[config.mk]
export PLATFORM = sky130hd
export DESIGN_NAME = display_scan_ctrl
export DESIGN_NICKNAME = d
export VERILOG_FILES = /design/src/rtl/display_scan_ctrl.sv
export SDC_FILE = /design/constraint.sdc
export NUM_CORES = 1
export LEC_CHECK = 0
export ABC_CLOCK_PERIOD_IN_PS = 2400
export BUFFER_PORTS_ARGS = -buffer_cell sky130_fd_sc_hd__buf_2
export CAP_MARGIN = 20
export CORE_UTILIZATION = 30
export CTS_CLUSTER_DIAMETER = 40
export CTS_CLUSTER_SIZE = 14
export DETAILED_ROUTE_END_ITERATION = 6
export HOLD_SLACK_MARGIN = 0.15
export PLACE_DENSITY_LB_ADDON = 0.08
export SYNTH_ARGS = -nofsm -noshare
export SYNTH_HDL_FRONTEND = slang
export SYNTH_SLANG_ARGS = --single-unit
[constraint.sdc]
create_clock -name clk -period 2.4 [get_ports clk]
set_input_delay 0.6 -clock clk [delete_from_list [all_inputs] [get_ports clk]]
set_output_delay 0.6 -clock clk [all_outputs]
set_load 0.01 [all_outputs]
[src/rtl/display_scan_ctrl.sv]
// Multiplexed 8-digit seven-segment scan controller.
// Each digit gets a BLANK gap and then a DRIVE window. All outputs are registered.
module display_scan_ctrl #(
    parameter int TICK_MAX  = 100000,
    parameter int BLANK_CYC = 4
) (
    input  logic       clk,
    input  logic       reset,
    input  logic [3:0] Y,
    input  logic [7:0] dig_en,
    input  logic [7:0] dp,
    output logic [2:0] sel,
    output logic [7:0] an,
    output logic [6:0] seg,
    output logic       dp_n
);

    localparam int CNT_MAX = (TICK_MAX > BLANK_CYC) ? TICK_MAX : BLANK_CYC;
    localparam int CNT_W   = $clog2(CNT_MAX);

    typedef enum logic {BLANK, DRIVE} state_t;

    state_t             state, state_n;
    logic [CNT_W-1:0]   cnt, cnt_n;
    logic [2:0]         sel_n;
    logic [7:0]         an_n;
    logic [6:0]         seg_n;
    logic               dpn_n;
    logic               drive_on;

    // Active-low segment decode, seg[6]=a .. seg[0]=g.
    function automatic logic [6:0] hex7(input logic [3:0] v);
        logic [6:0] s;
        case (v)
            4'h0: s = 7'h01;
            4'h1: s = 7'h4F;
            4'h2: s = 7'h12;
            4'h3: s = 7'h06;
            4'h4: s = 7'h4C;
            4'h5: s = 7'h24;
            4'h6: s = 7'h20;
            4'h7: s = 7'h0F;
            4'h8: s = 7'h00;
            4'h9: s = 7'h04;
            4'hA: s = 7'h08;
            4'hB: s = 7'h60;
            4'hC: s = 7'h31;
            4'hD: s = 7'h42;
            4'hE: s = 7'h30;
            default: s = 7'h38;
        endcase
        return s;
    endfunction

    always_comb begin
        state_n = state;
        cnt_n   = cnt + CNT_W'(1);
        sel_n   = sel;
        case (state)
            BLANK: begin
                if (cnt == CNT_W'(BLANK_CYC - 1)) begin
                    state_n = DRIVE;
                    cnt_n   = '0;
                end
            end
            DRIVE: begin
                if (cnt == CNT_W'(TICK_MAX - 1)) begin
                    state_n = BLANK;
                    cnt_n   = '0;
                    sel_n   = sel + 3'd1;
                end
            end
            default: begin
                state_n = BLANK;
                cnt_n   = '0;
            end
        endcase

        // Outputs are computed from the next state so they line up with it after the edge.
        drive_on = (state_n == DRIVE) && dig_en[sel_n];
        an_n     = drive_on ? ~(8'h01 << sel_n) : 8'hFF;
        dpn_n    = drive_on ? ~dp[sel_n] : 1'b1;
        seg_n    = hex7(Y);
    end

    always_ff @(posedge clk or posedge reset) begin
        if (reset) begin
            state <= BLANK;
            cnt   <= '0;
            sel   <= 3'd0;
            an    <= 8'hFF;
            seg   <= 7'h7F;
            dp_n  <= 1'b1;
        end else begin
            state <= state_n;
            cnt   <= cnt_n;
            sel   <= sel_n;
            an    <= an_n;
            seg   <= seg_n;
            dp_n  <= dpn_n;
        end
    end

endmodule

==> impl_metrics.ini, run 1 <==
[run_status]
status = finished clean

[synthesis]
ys_ff_latch = 37
ys_seq_area_share_pct = 48.3
synth_edf_count = 0
syn_nets = 201
synthesis.area_um2 = 1960
ys_async_sr_fraction_pct = 100
synth_top_cell_area_share_pct = 26.8
synth_cell_types = 41
synth-main-ff-cell = dfrtp_1
synthCells = 171
synthTopCellsByArea = dfrtp_1, dfstp_2, xnor2_1
yosysTopAreaCell = dfrtp_1
yosys_warnings = 0
syn_avg_cell_area_um2 = 11.5

[power]
power_density_nw_per_um2 = 585
cellLeakagePower_nw = 0.992
peakVddDrop_mv = 0.273

[clock_network]
cts_made_buffers = 5
cts_tree = yes
cts.clk_slew.worst_paths_ps = 80
postCtsHoldBufs = 0
postCtsSetupRepairBufs = 0
htree_num_levels = 2
cts_sinks = 37
cts_buffer_depth = 2
post_cts_resized = 0
cts-root-buf = clkbuf_8
insertion_delay_ps = 290

[global_route]
antenna_found_initial = 0
grt_max_degree = 33
grt_first_pass_wirelength_um = 6310
gr-usage-all-layers_pct = 12.2
grt-ovfl-total = 0
grt_pass1_vias = 1361

[finish]
final_cell_area_um2 = 2350
drive_gt1_share_pct = 37.4
antenna_cells = 0
fin_nets = 240
seqCellArea_um2 = 946
multi_input_area_um2 = 938
areaGrowthSynthToFinish_pct = 19.9
n_fill_cell = 640

[sta]
relSlewSlack_pct = 57.4
slew_viol_final = 0
rsz0062_at_grt = false
fin_crit_ps = 2010
setup_viol_count_final = 0
fin_setup_tns_ps = 0
fmax_mhz = 499
tightest_slew_ps = 634
post-route-period-util_pct = 83.6
clock_skew_ps = 9.56
hold_viol_final = 0

[setup_path]
endpoint_kind = flop
r2r_cells = 5
crit_required_ps = 2550
r2r-end = cnt[7]$_DFF_PP0_
critPathMaxFanout = 11
start_kind = flop
worstSetupPathType = reg2reg
ff2ff_setup_slack_ps = 390
cp.arrival_ps = 2150
r2r-start = cnt[0]$_DFF_PP0_

[floorplanning]
rows = 29
start_util_pct = 31.0
die_h_um = 82.8
die-width_um = 82.8
num_io_pins = 41
dieArea_um2 = 6850
core_um2 = 6310

[route]
wl_um = 3870
detail_route.wl_per_cell_um = 13.4
vias = 1414
avgViaCountPerCell = 4.91
dr.pass1.iters = 4
drt-initial-drc-count = 38
post-route-drc-count = 0
drtAntennaViolNets = 0

[placed_design]
hpwl_um = 2930
placedInstanceArea_um2 = 2210
io_buffers = 40
finalWeightedCongestion = 0.773

[hold_path]
hp-class = in2async

[flow_run]
max_cap_viol_count = 0
==> critical path, stage by stage, from the launching register on <==
cell	delay [ps]
dfrtp_1	390
ha_1	230
and4_1	340
and2_1	300
and2_1	480
nor3_1	130
==> Yosys cell counts (2+ instances only) <==
cell      number
mux4_2         5
xnor2_1       13
nor3_1        10
ha_1           8
o21ai_0        3
and4_1         5
or3_1          3
buf_2          4
nor2_1         8
inv_1          7
clkbuf_1       2
nand4_1        4
nand2_1        7
and2_1         4
dfstp_2       16
nand3_1       15
a21oi_1        3
xor2_1         2
a211oi_1       4
dfrtp_1       21
mux2_2         2
nor2b_1        2
mux2i_1        5
==> layout make-up <==
cell class | instances | area share, %
well taps | 77 | 4.10
clock inverters | 3 | 2.77
clock buffers | 5 | 2.93
repair buffers | 41 | 8.84
multi-input cells | 118 | 40.0
inverters | 7 | 1.12
flip-flops and latches | 37 | 40.3
==> cells in the final DEF, fill, tap and decap left out, types with 2 or more instances in the layout <==
cell and instances:
and2_1 4, nand2_1 7, and4_1 5, o21ai_0 3, buf_2 40, ha_1 8
nor2b_1 2, nand3_1 15, a21oi_1 3, xor2_1 2, nand4_1 4, xnor2_1 13
clkbuf_8 5, dfstp_2 16, nor3_1 10, dfrtp_1 21, inv_1 7, nor2_1 8
a211oi_1 4, or3_1 3, mux2i_1 5, mux4_2 5, mux2_2 2, bufinv_16 2
==> how the worst max path moves through the flow <==
stage	from	to	slack [ps]	depth (start not counted)
after floorplan	cnt[0]$_DFF_PP0_	cnt[15]$_DFF_PP0_	620	8
after global placement	cnt[0]$_DFF_PP0_	cnt[9]$_DFF_PP0_	480	5
after detailed placement	cnt[0]$_DFF_PP0_	cnt[7]$_DFF_PP0_	390	5
after CTS	cnt[0]$_DFF_PP0_	cnt[7]$_DFF_PP0_	380	5
after global routing	cnt[0]$_DFF_PP0_	cnt[7]$_DFF_PP0_	200	5
final	cnt[0]$_DFF_PP0_	cnt[7]$_DFF_PP0_	390	5
==> flip-flops by register name, indices dropped and copies added (netlist names) <==
register,cells
dp_n,1
cnt,17
state,1
an,8
sel,3
seg,7
==> routing by layer <==
metal | vias to the layer above | GRT usage, % | wire [um]
met2 | 27 | 19.9 | 1900
met4 | 0 | 4.66 | 57
met1 | 690 | 15.1 | 1740
met5 | - | 0 | 0
met3 | 6 | 3.50 | 167
li1 | 691 | - | -
==> metrics by stage <==
step	worst slack [ps]	power, W	cells	utilization [%]	hold slack [ps]
2_1_floorplan	622	0.000715	171	-	461
3_3_place_gp	476	0.000754	280	35.1	483
3_5_place_dp	386	0.000758	280	35.1	491
4_1_cts	376	0.00140	288	37.2	425
5_1_grt	204	0.00144	288	37.2	446
6_report	394	0.00137	288	37.2	436
==> logic make-up after synthesis <==
family	count (synthesis)	synth area share [%]
AOI/OAI and AO/OA	16	6.52
xor gates and xnor gates	15	6.71
adders and majority gates	8	5.11
buffers and inverters	16	3.77
DFF	37	48.3
muxes	12	9.46
and+or+nand+nor	67	20.1
==> where the power goes <==
part	switching [W]	internal (W)	leakage, nW	total, W
combinational	0.0000523	0.0000444	0.487	0.0000968
clock	0.000217	0.000413	0.0681	0.000630
sequential	0.00000273	0.000645	0.437	0.000648
total	0.000272	0.00110	0.992	0.00137
No activity file was read; power rests on OpenSTA's default activity.
==> run 2: changes to the inputs <==
Settings changed: ABC_CLOCK_PERIOD_IN_PS 2400 to 1740.
Clock period 2.4 ns to 1.74 ns, I/O delays scaled along.
==> run 2 against run 1 <==
Compared with the run above:
- non-clock buffer count is 13 higher
- sequential cell count is the same
- first-iteration DRC count is 71% higher
- total power is 30% higher
- critical path depth up 1
- sequential share of layout area is 1.9 points lower
- cell count increased by 4.5%
- routed wire length increased by 2.9%
- clock power increased by 21%
- register-to-register slack got worse by 320 ps
- via count increased by 1.6%
- largest power group unchanged
==> impl_metrics.ini, run 2 (synthesis results as in run 1) <==
[route]
post-route-drc-count = 0
vias = 1437
dr_wl_met2_um = 1980
dr.pass1.iters = 4
wl_met3_um = 143
drt-initial-drc-count = 65
drtAntennaViolNets = 0
avgViaCountPerCell = 4.77
maxUsedRoutingLayer = met4
detail_route.wl_per_cell_um = 13.2
wl_um = 3980
wl_met1_um = 1820

[global_route]
grt-ovfl-total = 0
antenna_found_initial = 0
grt_max_degree = 38
gr-usage-all-layers_pct = 12.8
grt_first_pass_wirelength_um = 6510
grt_pass1_vias = 1422

[finish]
fin_nets = 253
n_fill_cell = 648
layout_common_cells = buf_2, dfrtp_1, dfstp_2
largest_reg_flops = 17
seqCellArea_um2 = 947
multi_input_area_um2 = 958
final_common_cell = buf_2
drive_gt1_share_pct = 42.9
utilization_pct = 39.1
areaGrowthSynthToFinish_pct = 26.1
antenna_cells = 0
top_register = cnt
top_regs = cnt x17, an x8, seg x7

[clock_network]
postCtsHoldBufs = 0
insertion_delay_ps = 290
htree_num_levels = 2
cts-root-buf = clkbuf_8
post_cts_resized = 0
cts_buffer_depth = 2
postCtsSetupRepairBufs = 0
cts_made_buffers = 5
cts.clk_slew.worst_paths_ps = 80
cts_tree = yes
cts_sinks = 37

[sta]
hold_viol_final = 0
relSlewSlack_pct = 69.3
rsz0062_at_grt = true
clock_skew_ps = 8.45
slew_viol_final = 0
holdWs_ps = 242
fin_crit_ps = 1660
tightest_slew_ps = 456
post-route-period-util_pct = 95.7
fmax_mhz = 601
setup_viol_count_final = 0

[placed_design]
finalWeightedCongestion = 0.768
hpwl_um = 3000
io_buffers = 40

[hold_path]
hp-class = in2async

[power]
cellLeakagePower_nw = 1.06
power_density_nw_per_um2 = 725
peakVddDrop_mv = 0.383

[setup_path]
cp.arrival_ps = 1870
critPathMaxFanout = 5
worstSetupPathType = reg2reg
crit_required_ps = 1940
endpoint_kind = flop
ff2ff_setup_slack_ps = 80
start_kind = flop

[floorplanning]
core_um2 = 6310
start_util_pct = 31.0
die_h_um = 82.8
num_io_pins = 41
die-width_um = 82.8
dieArea_um2 = 6850
rows = 29

[flow_run]
max_cap_viol_count = 0

[run_status]
status = finished clean
## run 2: report_power, final
group	leakage [nW]	total [W]	switching, W	internal (W)
clock	0.0585	0.000765	0.000297	0.000467
sequential	0.435	0.000893	0.00000372	0.000890
combinational	0.563	0.000133	0.0000717	0.0000614
## run 2: cell type report
cell class | count | share of cell area [%]
multi-input combinational | 118 | 38.8
tap | 77 | 3.90
sequential | 37 | 38.3
timing repair buffer | 54 | 13.2
clock inverter | 1 | 1.22
inverter | 7 | 1.06
clock buffer | 7 | 3.50
## run 2: path summary, 6_finish.rpt
check / depth (start not counted) / end / from
worst max-delay path: 6 / an[5]$_DFF_PP1_ / cnt[1]$_DFF_PP0_
worst min-delay path: 3 / state$_DFF_PP0_ / reset
worst max register to register: 6 / an[5]$_DFF_PP1_ / cnt[1]$_DFF_PP0_
worst min register to register: 1 / cnt[12]$_DFF_PP0_ / cnt[12]$_DFF_PP0_
max in group asynchronous: 3 / an[1]$_DFF_PP1_ / reset
min in group clk: 2 / seg[0]$_DFF_PP1_ / Y[2]
## run 2: metal layers
| layer | global-route usage (%) | vias up |
|---|---|---|
| li1 | - | 718 |
| met1 | 16.1 | 694 |
| met2 | 20.8 | 21 |
| met3 | 3.50 | 4 |
| met4 | 5.00 | 0 |
| met5 | 0 | - |
## run 2: metrics by stage
stage | cell area (um^2) | power, W | setup slack [ps] | TNS, ps | std cells
finish | 2470 | 0.00179 | 75.1 | 0 | 301
global route | 2470 | 0.00188 | -42.4 | -171 | 301
CTS | 2440 | 0.00183 | 21.2 | 0 | 301
detailed placement | 2330 | 0.00105 | 50.3 | 0 | 293
global placement | 2330 | 0.00104 | 25.2 | 0 | 293
floorplan | 1960 | 0.000986 | 1.91 | 0 | 171
## run 2: critical path, stage by stage (launching register included)
cell      delay [ps]
dfrtp_1          400
ha_2             200
and4_1           220
and2_1           200
buf_4            160
a211oi_1         260
nand3_1          140
